$ cat config.mk
export PLATFORM = sky130hd
export DESIGN_NAME = muldiv_unit
export DESIGN_NICKNAME = d
export VERILOG_FILES = /design/src/rtl/muldiv_pkg.sv /design/src/rtl/muldiv_iter.sv /design/src/rtl/muldiv_unit.sv
export SDC_FILE = /design/constraint.sdc
export NUM_CORES = 1
export LEC_CHECK = 0
export CORE_ASPECT_RATIO = 2
export CORE_UTILIZATION = 35
export DETAILED_ROUTE_END_ITERATION = 6
export DONT_BUFFER_PORTS = 1
export PLACE_DENSITY = 0.46
export REMOVE_ABC_BUFFERS = 1
export SETUP_SLACK_MARGIN = 0.5
export SLEW_MARGIN = 20
export SYNTH_ARGS = -nofsm -noshare
export SYNTH_HDL_FRONTEND = slang
export SYNTH_HIERARCHICAL = 1
export SYNTH_SLANG_ARGS = --single-unit
export TNS_END_PERCENT = 100
$ cat constraint.sdc
create_clock -name CLK -period 8.15 [get_ports CLK]
set_input_delay 2.0375 -clock CLK [delete_from_list [all_inputs] [get_ports CLK]]
set_output_delay 2.0375 -clock CLK [all_outputs]
set_load 0.005 [all_outputs]
$ cat src/rtl/muldiv_pkg.sv
// muldiv_pkg: op codes shared with the ALU decoder, FSM states and width default.
package muldiv_pkg;
  localparam int XLEN_DEFAULT = 32;
  localparam logic [4:0] OP_MUL    = 5'b01000;
  localparam logic [4:0] OP_MULH   = 5'b01001;
  localparam logic [4:0] OP_MULHU  = 5'b01010;
  localparam logic [4:0] OP_MULHSU = 5'b01011;
  localparam logic [4:0] OP_DIV    = 5'b01100;
  localparam logic [4:0] OP_DIVU   = 5'b01101;
  localparam logic [4:0] OP_REM    = 5'b01110;
  localparam logic [4:0] OP_REMU   = 5'b01111;
  typedef enum logic [1:0] {S_IDLE, S_CALC, S_FIX, S_DONE} state_t;
endpackage

$ cat src/rtl/muldiv_iter.sv
// muldiv_iter: one shift-add multiply step or one restoring-divide step on {hi,lo}.
module muldiv_iter #(
  parameter int XLEN = 32
) (
  input  logic            is_div,
  input  logic [XLEN-1:0] hi,
  input  logic [XLEN-1:0] lo,
  input  logic [XLEN-1:0] b,
  output logic [XLEN-1:0] next_hi,
  output logic [XLEN-1:0] next_lo
);
  logic [XLEN:0] sum, shl, diff;
  // Divide keeps hi < b, so diff[XLEN] is exactly the borrow of the trial subtract.
  always_comb begin
    sum = {1'b0, hi} + (lo[0] ? {1'b0, b} : '0);
    shl = {hi, lo[XLEN-1]};
    diff = shl - {1'b0, b};
    next_hi = is_div ? (diff[XLEN] ? shl[XLEN-1:0] : diff[XLEN-1:0]) : sum[XLEN:1];
    next_lo = is_div ? {lo[XLEN-2:0], ~diff[XLEN]} : {sum[0], lo[XLEN-1:1]};
  end
endmodule

$ cat src/rtl/muldiv_unit.sv
// muldiv_unit: iterative RV-style multiply/divide with fixed latency and one-edge special cases.
module muldiv_unit import muldiv_pkg::*; #(
  parameter int XLEN = XLEN_DEFAULT,
  parameter int CNT_W = $clog2(XLEN) + 1
) (
  input  logic            CLK,
  input  logic            RESET,
  input  logic            START,
  input  logic            FLUSH,
  input  logic [4:0]      SELECT,
  input  logic [XLEN-1:0] DATA1,
  input  logic [XLEN-1:0] DATA2,
  output logic [XLEN-1:0] RESULT,
  output logic            BUSY,
  output logic            DONE,
  output logic            DIV_BY_ZERO
);
  localparam logic [XLEN-1:0] MIN_NEG = {1'b1, {(XLEN-1){1'b0}}};
  state_t state, state_n;
  logic [CNT_W-1:0] cnt;
  logic [XLEN-1:0] hi, lo, b, hi_n, lo_n, ma, mb, short_res, fix_res;
  logic [2*XLEN-1:0] prod;
  logic [4:0] op;
  logic neg_q, neg_r, take, valid, is_div, a_neg, b_neg, dz, ovf, short_path;

  muldiv_iter #(.XLEN(XLEN)) iter (
    .is_div(op[2]), .hi(hi), .lo(lo), .b(b), .next_hi(hi_n), .next_lo(lo_n)
  );

  always_comb begin
    take = START && (state == S_IDLE || state == S_DONE);
    valid = SELECT >= OP_MUL && SELECT <= OP_REMU;
    is_div = valid && SELECT[2];
    a_neg = (SELECT inside {OP_MULH, OP_MULHSU, OP_DIV, OP_REM}) && DATA1[XLEN-1];
    b_neg = (SELECT inside {OP_MULH, OP_DIV, OP_REM}) && DATA2[XLEN-1];
    ma = a_neg ? -DATA1 : DATA1;
    mb = b_neg ? -DATA2 : DATA2;
    dz = is_div && DATA2 == '0;
    ovf = (SELECT == OP_DIV || SELECT == OP_REM) && DATA1 == MIN_NEG && DATA2 == '1;
    short_path = !valid || dz || ovf;
    short_res = !valid ? '0 : dz ? (SELECT[1] ? DATA1 : '1) : (SELECT[1] ? '0 : DATA1);
    prod = neg_q ? -{hi, lo} : {hi, lo};
    fix_res = !op[2] ? (op == OP_MUL ? prod[XLEN-1:0] : prod[2*XLEN-1:XLEN])
            : op[1] ? (neg_r ? -hi : hi) : (neg_q ? -lo : lo);
  end

  always_comb begin
    state_n = state;
    state_n = FLUSH ? S_IDLE
            : take ? (short_path ? S_DONE : S_CALC)
            : state == S_CALC ? (cnt == CNT_W'(XLEN-1) ? S_FIX : S_CALC)
            : state == S_FIX ? S_DONE
            : state == S_DONE ? S_IDLE : state;
  end

  always_ff @(posedge CLK)
    if (!RESET) state <= S_IDLE;
    else state <= state_n;

  // RESULT and DIV_BY_ZERO only move on the edge that enters DONE.
  always_ff @(posedge CLK) begin
    if (!RESET) begin
      cnt <= '0;
      hi <= '0;
      lo <= '0;
      b <= '0;
      op <= '0;
      neg_q <= 1'b0;
      neg_r <= 1'b0;
      RESULT <= '0;
      DIV_BY_ZERO <= 1'b0;
    end else if (take && !FLUSH) begin
      op <= SELECT;
      neg_q <= a_neg ^ b_neg;
      neg_r <= a_neg;
      cnt <= '0;
      hi <= '0;
      lo <= is_div ? ma : mb;
      b <= is_div ? mb : ma;
      if (short_path) begin
        RESULT <= short_res;
        DIV_BY_ZERO <= dz;
      end
    end else if (state == S_CALC) begin
      hi <= hi_n;
      lo <= lo_n;
      cnt <= cnt + CNT_W'(1);
    end else if (state == S_FIX && !FLUSH) begin
      RESULT <= fix_res;
      DIV_BY_ZERO <= 1'b0;
    end
  end

  assign BUSY = state == S_CALC || state == S_FIX;
  assign DONE = state == S_DONE;
endmodule

==> impl_metrics.json, run 1 <==
{
  "startpoint": "DATA2[6]",
  "max_freq_mhz": 199,
  "clkSlewWorstSetupHoldPaths_ns": 0.06,
  "critPathKind": "input port to register",
  "critPathMaxFanout": 23,
  "synth_area_leaders": "dfxtp_1 18%, a21oi_1 5.9%, ha_1 5.9%",
  "status": "finished, violations left",
  "synthCells": 2170,
  "cts_tree": "yes",
  "hold_violations": 0,
  "required_ns": 8.51,
  "tns_ns": 0,
  "clock_skew_ns": 0.0118,
  "post_cts_buffers": 0,
  "end_kind": "register",
  "max-slew-margin-rel": 0.285,
  "dieArea_um2": 46100,
  "ant_nets": 0,
  "maxCapViolations": 0,
  "first_pass_iters": 7,
  "clk_latency_ns": 0.47,
  "max_stage_delay_ns": 0.83,
  "p_leak_nw": 6.21,
  "failed_checks": "DRC",
  "fin_ws_ns": 3.13,
  "cts_resized": 0,
  "drc": 1,
  "ios": 108,
  "wl_per_cell_um": 25.9,
  "fin_nets": 2212,
  "fin_crit_ns": 5.02,
  "worst_hold_path_type": "register to register",
  "drt-total-wl_um": 68100,
  "setup_viol": 0,
  "timing.hold.ws_ns": 0.468,
  "num_rows": 109,
  "synth.distinct_cells": 90,
  "vias_per_cell": 6.25,
  "p_per_area_nw_per_um2": 152,
  "cts_buffers": 17,
  "worst_slew_pin_slew_ns": 1.06,
  "drtIter0Drc": 1170,
  "drive_gt1_frac": 0.0800,
  "ys_ff_latch": 144,
  "num_vias": 16400,
  "cp_slowest_cell": "a21o_1",
  "io_buffers": 0,
  "instances_no_fill": 2630,
  "synth.most_common_cell": "nand2_1",
  "ys_top_cells_by_count": "212 x nand2_1, 186 x a21oi_1, 180 x nor2_1, 144 x dfxtp_1, 139 x o21ai_0",
  "start_util": 0.357,
  "avgSynthCellArea_um2": 7.28,
  "grt_max_degree": 68,
  "area_growth_pct": 6.33,
  "drv_slew": 0,
  "synth_enable_flop_cells": 0,
  "die_w_um": 152,
  "grt_overflow": 0,
  "cts.sinks": 144,
  "rsz0062_at_grt": "no",
  "crit_chain": "or4_1, or4b_1, nor4_4, buf_4, a21o_1, a21oi_1, o41ai_1",
  "placed_cells": 2599,
  "arrival_ns": 5.38,
  "worstHoldStart": "b[12]",
  "clock_path_buffers": 2,
  "r2r_start": "lo[31]",
  "preCtsSetupSlack_ns": 2.47,
  "cts_hold_buf": 0,
  "core_area_um2": 44300,
  "die_height_um": 303,
  "antenna_found_initial": 0,
  "ys.flop_type": "dfxtp_1",
  "grt_usage": 0.293,
  "synth_top_area_cell": "dfxtp_1",
  "grt_pass1_wl_um": 101000,
  "diodes": 0,
  "startpoint_type": "input port",
  "synth_top_area_frac": 0.182,
  "cts.root.buffer_cell": "clkbuf_16",
  "routabilityCongestion": 0.919,
  "grt_pass1_vias": 16000,
  "synth_seq_area_share": 0.182,
  "async_reset_ff_frac": 0,
  "mappedNetlistArea_um2": 15800,
  "ir_drop_mv": 0.169,
  "finalCritPeriodShare": 0.616,
  "htree_levels": 4,
  "hpwl_um": 52600,
  "ys_warn_count": 6
}
-- sequential cells by signal (all words and copies together) (netlist names) --
name         cells
DIV_BY_ZERO      1
lo              32
cnt              6
b               32
neg_r            1
op               5
state            2
hi              32
RESULT          32
neg_q            1
-- cells by family (layout without fill, tap and decap cells) --
family,Yosys count,after routing,share of synthesized area
flops,144,144,0.182
buf+inv,228,133,0.0563
xor+xnor,179,179,0.100
simple gates,741,741,0.231
fa+ha+maj,85,85,0.0668
mux,122,122,0.0814
compound gates,671,671,0.281
-- placed cells by master, fill, tap and decap left out, types with 36 or more instances in the layout --
master    instances
and2_1           40
dfxtp_1         142
a211oi_1         36
nor3_1           38
nand2_1         211
mux2_2           52
inv_1            66
o31ai_1          43
nor2_1          178
ha_1             73
xnor2_1          90
xor2_1           88
o21ai_0         138
nand3_1          57
a21o_1           38
a21oi_1         185
mux2i_1          70
-- through the flow --
step / power (mW) / utilization / cell area (µm²)
floorplan: 1.40 / - / 15200
finish: 2.56 / 0.379 / 16800
global placement: 1.67 / 0.365 / 16200
global route: 2.67 / 0.379 / 16800
CTS: 2.57 / 0.379 / 16800
detailed placement: 1.67 / 0.365 / 16200
-- worst max-delay path: cells and delay by family --
| kind | cells | cell delay [ns] |
|---|---|---|
| simple gates | 3 | 1.76 |
| compound gates | 3 | 1.25 |
| buf+inv | 1 | 0.29 |
-- area by class of cell --
| class | instances | area (µm²) |
|---|---|---|
| fill | 4665 | 27500 |
| multi-input combinational | 1798 | 12100 |
| sequential | 144 | 2890 |
| tap | 555 | 694 |
| clock buffer | 23 | 508 |
| inverter | 69 | 259 |
| timing repair buffer | 33 | 248 |
| clock inverter | 8 | 126 |
-- report_power, final --
part	leakage, nW	switching (mW)	internal (mW)
clock network	0.304	0.358	0.529
logic	4.74	0.526	0.317
registers	1.17	0.0831	0.747
total	6.21	0.966	1.59
-- worst paths after layout --
path	slack (ns)	to	cells after the start
worst max-delay path	3.13	RESULT[0]	7
worst min-delay path	0.47	b[12]	2
worst max register to register	3.70	hi[1]	15
worst min register to register	0.47	b[12]	2
-- routing by layer --
layer	GRT usage	wire length [µm]	share of wire	vias up
li1	-	-	-	7785
met1	0.298	24700	0.36	7885
met2	0.566	36200	0.53	612
met3	0.0376	3050	0.045	165
met4	0.178	4140	0.061	0
met5	0	0	0	-
Note: power is estimated with default switching activity, not from simulation.
==> run 2, diff against run 1 <==
clock period = 4.66 ns   (was 8.15 ns; I/O delays follow)
==> impl_metrics.json, run 2 (synthesized netlist as in run 1, its figures left out) <==
{
  "required_ns": 5.06,
  "fin_crit_ns": 3.92,
  "area_growth_pct": 8.45,
  "htree_levels": 4,
  "die_w_um": 152,
  "ios": 108,
  "num_rows": 109,
  "final_cell_area_um2": 17100,
  "cp_slowest_cell": "dfxtp_1",
  "drt-total-wl_um": 69700,
  "clkSlewWorstSetupHoldPaths_ns": 0.07,
  "n_fill_cell": 4657,
  "worstHoldStart": "b[4]",
  "end_kind": "register",
  "arrival_ns": 4.32,
  "setup_viol": 0,
  "diodes": 0,
  "fin_nets": 2255,
  "ir_drop_mv": 0.291,
  "max-slew-margin-rel": 0.351,
  "drc": 1,
  "clk_latency_ns": 0.47,
  "drv_slew": 0,
  "cts.sinks": 144,
  "fin_util": 0.387,
  "status": "finished, violations left",
  "clock_path_buffers": 2,
  "layout_commonest_cell": "nand2_1",
  "cts.root.buffer_cell": "clkbuf_16",
  "grt_max_degree": 60,
  "crit_chain": "buf_4, and2_1, ha_1, a211oi_2, nor2_1, o211ai_2, o22ai_2, a211o_4, a211oi_2, o41ai_2, mux2_2, a311oi_1, mux2i_1, nor2_1",
  "startpoint": "lo[0]",
  "die_height_um": 303,
  "startpoint_type": "register",
  "grt_pass1_vias": 16300,
  "vias_per_cell": 6.20,
  "critPathKind": "register to register",
  "drive_gt1_frac": 0.0982,
  "start_util": 0.357,
  "max_freq_mhz": 255,
  "rsz0062_at_grt": "no",
  "failed_checks": "DRC",
  "hpwl_um": 55000,
  "ant_nets": 0,
  "max_stage_delay_ns": 0.41,
  "worst_hold_path_type": "register to register",
  "dieArea_um2": 46100,
  "drtIter0Drc": 1105,
  "p_per_area_nw_per_um2": 264,
  "grt_usage": 0.300,
  "antenna_found_initial": 0,
  "r2r_start": "lo[0]",
  "layout_common_cells": "211 x nand2_1, 185 x a21oi_1, 178 x nor2_1, 142 x dfxtp_1, 138 x o21ai_0",
  "maxCapViolations": 0,
  "grt_overflow": 0,
  "routabilityCongestion": 0.901,
  "hold_violations": 0,
  "timing.hold.ws_ns": 0.473,
  "worst_slew_pin_slew_ns": 0.965,
  "post_dp_cell_area_um2": 16500,
  "wl_per_cell_um": 26.1,
  "cts_tree": "yes",
  "p_leak_nw": 6.44,
  "core_area_um2": 44300,
  "critPathMaxFanout": 32,
  "first_pass_iters": 7,
  "clock_skew_ns": 0.0128,
  "io_buffers": 0,
  "cts_buffers": 17,
  "finalCritPeriodShare": 0.841,
  "total_power_mw": 4.52,
  "grt_pass1_wl_um": 103000,
  "num_vias": 16600
}
==> run 2: where the power goes <==
group	switching [mW]	internal, mW	total, mW
clock	0.643	0.906	1.55
sequential	0.135	1.31	1.44
combinational	0.939	0.591	1.53
total	1.72	2.80	4.52
==> run 2: timing repair <==
item | in CTS | in global routing
resized for setup | 0 | 1
endpoints found under the setup margin | 0 | 3
buffers inserted | 0 | 1
hold buffers | 0 | 0
==> run 2: worst paths after layout <==
path	cells past startpoint	endpoint	slack, ns
setup / recovery	14	hi[28]	0.74
hold / removal	2	b[4]	0.47
setup reg to reg	14	hi[28]	0.74
hold reg to reg	2	b[4]	0.47
==> run 2: layer usage <==
layer  vias up  wire (µm)  GRT usage
met5         -          0          0
met4         0       3950      0.176
met3       159       3430     0.0414
met2       555      37800      0.591
li1       7842          -          -
met1      8014      24500      0.296
==> run 2: layout make-up <==
| class | count | area [µm²] | area share |
|---|---|---|---|
| tap | 555 | 694 | 0.0405 |
| multi-input combinational | 1798 | 12100 | 0.704 |
| sequential | 144 | 2890 | 0.168 |
| timing repair buffer | 76 | 596 | 0.0347 |
| clock buffer | 21 | 482 | 0.0281 |
| clock inverter | 11 | 151 | 0.00883 |
| inverter | 69 | 259 | 0.0151 |
==> run 2: per-stage QoR <==
stage	TNS, ns	setup WS [ns]	instances
after floorplan	-1.70	-0.178	2011
after global placement	0	0.515	2641
after detailed placement	0	0.501	2641
after CTS	0	0.630	2673
after global routing	0	0.539	2674
final	0	0.741	2674
==> run 2: critical path: cells and delay by family (launching register included) <==
| family | cells | cell delay, ns |
|---|---|---|
| fa+ha+maj | 1 | 0.27 |
| mux | 2 | 0.42 |
| flops | 1 | 0.41 |
| buf+inv | 1 | 0.35 |
| compound gates | 7 | 1.91 |
| simple gates | 3 | 0.48 |
